<file path="src/rtl/div.sv">
// div: multi-cycle radix-2 restoring divider for the execute stage.
// Produces {remainder, quotient} for signed (DIV) and unsigned (DIVU)
// operands. The operation can be cancelled with annul_i. The result is held
// with ready_o high until the requester drops start_i.
module div #(
  parameter int DATA_W = 32
) (
  input  logic                  clk,
  input  logic                  rst,
  input  logic                  signed_div_i,
  input  logic [DATA_W-1:0]     opdata1_i,
  input  logic [DATA_W-1:0]     opdata2_i,
  input  logic                  start_i,
  input  logic                  annul_i,
  output logic [2*DATA_W-1:0]   result_o,
  output logic                  ready_o
);

  localparam int CNT_W = $clog2(DATA_W) + 1;
  localparam logic [CNT_W-1:0] CNT_MAX = CNT_W'(DATA_W);
  localparam logic [CNT_W-1:0] CNT_ONE = {{(CNT_W-1){1'b0}}, 1'b1};

  typedef enum logic [1:0] {
    ST_FREE   = 2'd0,
    ST_BYZERO = 2'd1,
    ST_ON     = 2'd2,
    ST_END    = 2'd3
  } state_t;

  state_t               state;
  state_t               state_nxt;
  logic [CNT_W-1:0]     cnt;
  logic [CNT_W-1:0]     cnt_nxt;
  logic [DATA_W-1:0]    rem;
  logic [DATA_W-1:0]    rem_nxt;
  logic [DATA_W-1:0]    quot;
  logic [DATA_W-1:0]    quot_nxt;
  logic [DATA_W-1:0]    divisor;
  logic [DATA_W-1:0]    divisor_nxt;
  logic                 neg_quot;
  logic                 neg_quot_nxt;
  logic                 neg_rem;
  logic                 neg_rem_nxt;
  logic [2*DATA_W-1:0]  result_nxt;
  logic                 ready_nxt;

  logic [DATA_W:0]      shifted;
  logic [DATA_W:0]      trial;
  logic                 trial_ok;
  logic                 accept;

  // Magnitude of an operand: two's complement negate only for negative signed values.
  function automatic logic [DATA_W-1:0] abs_val(input logic [DATA_W-1:0] v,
                                                input logic            sgn);
    logic [DATA_W-1:0] r;
    if (sgn && v[DATA_W-1]) begin
      r = (~v) + {{(DATA_W-1){1'b0}}, 1'b1};
    end else begin
      r = v;
    end
    return r;
  endfunction

  // Conditional two's complement negate used for the final sign correction.
  function automatic logic [DATA_W-1:0] cond_neg(input logic [DATA_W-1:0] v,
                                                 input logic            neg);
    logic [DATA_W-1:0] r;
    if (neg) begin
      r = (~v) + {{(DATA_W-1){1'b0}}, 1'b1};
    end else begin
      r = v;
    end
    return r;
  endfunction

  assign accept   = start_i & ~annul_i;
  // The partial remainder is shifted in one bit wider so the trial subtract cannot overflow.
  assign shifted  = {rem, quot[DATA_W-1]};
  assign trial    = shifted - {1'b0, divisor};
  assign trial_ok = (shifted >= {1'b0, divisor});

  // State register with asynchronous reset.
  always_ff @(posedge clk or posedge rst) begin
    if (rst) begin
      state <= ST_FREE;
    end else begin
      state <= state_nxt;
    end
  end

  // Next-state decode.
  always_comb begin
    state_nxt = state;
    case (state)
      ST_FREE: begin
        if (accept) begin
          if (opdata2_i == {DATA_W{1'b0}}) begin
            state_nxt = ST_BYZERO;
          end else begin
            state_nxt = ST_ON;
          end
        end else begin
          state_nxt = ST_FREE;
        end
      end
      ST_BYZERO: begin
        state_nxt = ST_END;
      end
      ST_ON: begin
        if (annul_i) begin
          state_nxt = ST_FREE;
        end else if (cnt == CNT_MAX) begin
          state_nxt = ST_END;
        end else begin
          state_nxt = ST_ON;
        end
      end
      ST_END: begin
        if (start_i && !annul_i) begin
          state_nxt = ST_END;
        end else begin
          state_nxt = ST_FREE;
        end
      end
      default: begin
        state_nxt = ST_FREE;
      end
    endcase
  end

  // Datapath and output next values for each state.
  always_comb begin
    cnt_nxt      = cnt;
    rem_nxt      = rem;
    quot_nxt     = quot;
    divisor_nxt  = divisor;
    neg_quot_nxt = neg_quot;
    neg_rem_nxt  = neg_rem;
    result_nxt   = result_o;
    ready_nxt    = ready_o;
    case (state)
      ST_FREE: begin
        result_nxt = {(2*DATA_W){1'b0}};
        ready_nxt  = 1'b0;
        if (accept && (opdata2_i != {DATA_W{1'b0}})) begin
          cnt_nxt      = {CNT_W{1'b0}};
          rem_nxt      = {DATA_W{1'b0}};
          quot_nxt     = abs_val(opdata1_i, signed_div_i);
          divisor_nxt  = abs_val(opdata2_i, signed_div_i);
          neg_quot_nxt = signed_div_i & (opdata1_i[DATA_W-1] ^ opdata2_i[DATA_W-1]);
          neg_rem_nxt  = signed_div_i & opdata1_i[DATA_W-1];
        end else begin
          cnt_nxt = {CNT_W{1'b0}};
        end
      end
      ST_BYZERO: begin
        result_nxt = {(2*DATA_W){1'b0}};
        ready_nxt  = 1'b1;
      end
      ST_ON: begin
        if (annul_i) begin
          cnt_nxt    = {CNT_W{1'b0}};
          result_nxt = {(2*DATA_W){1'b0}};
          ready_nxt  = 1'b0;
        end else if (cnt != CNT_MAX) begin
          if (trial_ok) begin
            rem_nxt  = trial[DATA_W-1:0];
            quot_nxt = {quot[DATA_W-2:0], 1'b1};
          end else begin
            rem_nxt  = shifted[DATA_W-1:0];
            quot_nxt = {quot[DATA_W-2:0], 1'b0};
          end
          cnt_nxt    = cnt + CNT_ONE;
          result_nxt = {(2*DATA_W){1'b0}};
          ready_nxt  = 1'b0;
        end else begin
          result_nxt = {cond_neg(rem, neg_rem), cond_neg(quot, neg_quot)};
          ready_nxt  = 1'b1;
        end
      end
      ST_END: begin
        if (start_i && !annul_i) begin
          ready_nxt = 1'b1;
        end else begin
          result_nxt = {(2*DATA_W){1'b0}};
          ready_nxt  = 1'b0;
          cnt_nxt    = {CNT_W{1'b0}};
        end
      end
      default: begin
        result_nxt = {(2*DATA_W){1'b0}};
        ready_nxt  = 1'b0;
        cnt_nxt    = {CNT_W{1'b0}};
      end
    endcase
  end

  // Datapath and registered outputs, cleared by asynchronous reset.
  always_ff @(posedge clk or posedge rst) begin
    if (rst) begin
      cnt      <= {CNT_W{1'b0}};
      rem      <= {DATA_W{1'b0}};
      quot     <= {DATA_W{1'b0}};
      divisor  <= {DATA_W{1'b0}};
      neg_quot <= 1'b0;
      neg_rem  <= 1'b0;
      result_o <= {(2*DATA_W){1'b0}};
      ready_o  <= 1'b0;
    end else begin
      cnt      <= cnt_nxt;
      rem      <= rem_nxt;
      quot     <= quot_nxt;
      divisor  <= divisor_nxt;
      neg_quot <= neg_quot_nxt;
      neg_rem  <= neg_rem_nxt;
      result_o <= result_nxt;
      ready_o  <= ready_nxt;
    end
  end

endmodule

</file>
<file path="config.mk">
export PLATFORM = sky130hd
export DESIGN_NAME = div
export DESIGN_NICKNAME = d
export VERILOG_FILES = /design/src/rtl/div.sv
export SDC_FILE = /design/constraint.sdc
export NUM_CORES = 1
export LEC_CHECK = 0
export ABC_CLOCK_PERIOD_IN_PS = 13100
export BUFFER_PORTS_ARGS = -buffer_cell sky130_fd_sc_hd__buf_2
export CORE_MARGIN = 5
export CORE_UTILIZATION = 65
export CTS_BUF_LIST = sky130_fd_sc_hd__clkbuf_8
export CTS_CLUSTER_DIAMETER = 200
export DETAILED_ROUTE_END_ITERATION = 6
export PLACE_DENSITY = 0.88
export SYNTH_ARGS = -nofsm -noshare
export SYNTH_HDL_FRONTEND = slang
export SYNTH_SLANG_ARGS = --single-unit
</file>
<file path="constraint.sdc">
create_clock -name clk -period 13.1 [get_ports clk]
set_input_delay 1.31 -clock clk [delete_from_list [all_inputs] [get_ports clk]]
set_output_delay 1.31 -clock clk [all_outputs]
set_load 0.03 [all_outputs]
</file>
==> results.json <==
{
  "outcome": "completed",
  "path_clk_slew_ns": 0.09,
  "period_needed_ns": 4.02,
  "area_growth_pct": 10.5,
  "die_x_um": 140,
  "start_util": 0.664,
  "synthArstFlopShare": 1.00,
  "cp_max_fo": 89,
  "remaining_drc_errors": 0,
  "synth_cell_type_count": 63,
  "synth_flop_cell": "dfrtp_1",
  "synth_top_area_share": 0.388,
  "antenna_left": 0,
  "yosysWarnings": 0,
  "diodes": 0,
  "start_kind": "input port",
  "cts_setup_buffers": 0,
  "clock-sinks": 171,
  "postCtsHoldBufs": 0,
  "netlist_top_cells_area": "dfrtp_1 39%, o21ai_0 9.5%, xor2_1 7.5%, nand2_1 7.2%, a21oi_1 5.0%",
  "grt_antenna_before_repair": 0,
  "grt_max_degree": 109,
  "maxCapViolCount": 0,
  "maxSlewHeadroom": 0.234,
  "layout-drive-gt1-share": 0.136,
  "finalCritPeriodShare": 0.307,
  "grt_usage": 0.274,
  "synth_fp_nets": 1443,
  "regToRegSetupSlack_ns": 9.27,
  "numCtsBuffers": 17,
  "dpl.cell_count": 1633,
  "crit_required_ns": 13.42,
  "via_per_inst": 5.99,
  "cts.repair.resized": 0,
  "cts-root-to-sink-buffers": 2,
  "ys_top_cells_by_count": "212 x nand2_1, 209 x o21ai_0, 171 x dfrtp_1",
  "wl_um": 26700,
  "hold_slack_ns": 0.483,
  "synth_edf_count": 0,
  "slew_violations": 0,
  "wire_per_inst_um": 16.1,
  "cp_slowest_stage_delay_ns": 0.63,
  "grt_pass1_vias": 9124,
  "finalSetupTns_ns": 0,
  "cts_tree": "done",
  "arrival_ns": 4.34,
  "skew_ns": 0.0150,
  "clk_latency_ns": 0.48,
  "instances_no_fill": 1664,
  "path_cells": "buf_2 -> or4_1 -> or3_1 -> nor3_4 -> nand2_1 -> nor4_4 -> a21oi_4 -> nor2_4 -> buf_4 -> o21ai_0",
  "powerDensity_mw_per_mm2": 206,
  "grt.overflow.total": 0,
  "cp_slowest_cell": "buf_4",
  "fmax_mhz": 249,
  "finalSetupViolations": 0,
  "port_buffers": 133,
  "grt_pass1_wl_um": 44900,
  "report.power.total_mw": 2.50,
  "layout.nets": 1540,
  "syn_avg_cell_area_um2": 8.25,
  "netlist_area_mm2": 0.0110,
  "hold_viol_final": 0,
  "tightest_slew_ns": 1.15,
  "floorplan.core_area_mm2": 0.0166,
  "vias": 9970,
  "rows": 47,
  "synth_seq_cells": 171,
  "pin_count": 134,
  "final_core_util": 0.734,
  "dpl_worst_slack_ns": 8.60,
  "yosysTopAreaCell": "dfrtp_1",
  "syn_inst": 1335,
  "final.setup.worst_slack_ns": 9.08,
  "dieArea_mm2": 0.0197,
  "final_area_mm2": 0.0122,
  "dr.pass1.iters": 6,
  "endpoint_kind": "register",
  "drt_iter0_markers": 960,
  "dp_hpwl_um": 19600,
  "yosysMostFrequentCell": "nand2_1",
  "yosysSeqAreaShare": 0.388,
  "path_class": "input port to register",
  "rsz0062_at_grt": "false",
  "hold_path_class": "register to register",
  "placed_area_mm2": 0.0118,
  "power_leakage_nw": 5.61,
  "h-tree-depth": 4,
  "cts-root-buf": "clkbuf_8",
  "place.gp.congestion": 0.943,
  "die_height_um": 140,
  "peakVddDrop_uv": 120
}
==> critical path, delay by kind of cell <==
kind                   cells  cell delay (ns)
AOI/OAI and AO/OA          2             0.36
and+or+nand+nor            6             1.88
buffers and inverters      2             0.74
==> cell families after synthesis <==
family | share of synthesized area
flops | 0.388
fa+ha+maj | 0.0450
simple gates | 0.182
xor+xnor | 0.114
compound gates | 0.218
buf+inv | 0.0418
mux | 0.0101
==> flip-flops by register name (all words and copies together), names as in the netlist <==
register	cells
cnt	6
result_o	64
neg_quot	1
rem	32
neg_rem	1
ready_o	1
quot	32
state	2
divisor	32
==> layer usage <==
layer / GRT usage / vias to the layer above / wire length (µm)
li1: - / 4857 / -
met1: 0.401 / 4663 / 12100
met2: 0.425 / 394 / 12100
met3: 0.0429 / 56 / 2010
met4: 0.0765 / 0 / 456
met5: 0 / - / 0
==> power breakdown <==
group          switching (mW)  total (mW)  leakage [nW]  internal [mW]
clock                   0.202       0.357         0.175          0.155
combinational           0.786        1.32          3.18          0.532
sequential              0.172       0.827          2.26          0.654
==> cell type report <==
cell class,instances,area [µm²]
Timing Repair Buffer,141,726
Fill cell,1295,4420
Clock buffer,18,248
Sequential cell,171,4280
Clock inverter,13,120
Inverter,55,211
Multi-Input combinational cell,1046,6310
Tap cell,220,275
==> final timing paths <==
path / startpoint / endpoint / cells past startpoint
worst max-delay path: opdata2_i[8] / quot[27] / 10
worst min-delay path: result_o[47] / result_o[47] / 2
worst max register to register: rem[2] / rem[31] / 11
worst min register to register: result_o[47] / result_o[47] / 2
max in group asynchronous: rst / result_o[35] / 3
min in group asynchronous: rst / cnt[5] / 2
==> layout by cell type, fill, tap and decap left out, drive strengths merged, types with 2 or more instances in the layout <==
master and instances:
nand2b 14, or2 3, nor3 17, a32oi 5, clkinvlp 5, a221oi 2, o21a 3, or4 17
a22o 2, nor4 9, nor2 96, o41ai 15, ha 38, nand4 8, o21ai 212, xor2 94
dfrtp 171, a31oi 8, o31a 4, o31ai 31, o211ai 5, a21o 14, mux2i 10, nand2 212
nand3 11, inv 59, a21oi 109, o21bai 2, and3 5, clkinv 3, and2 2, xnor2 50
or3 19, clkbuf 18, buf 141, nor2b 10, nand4b 3
No activity file was read; power rests on OpenSTA's default activity.
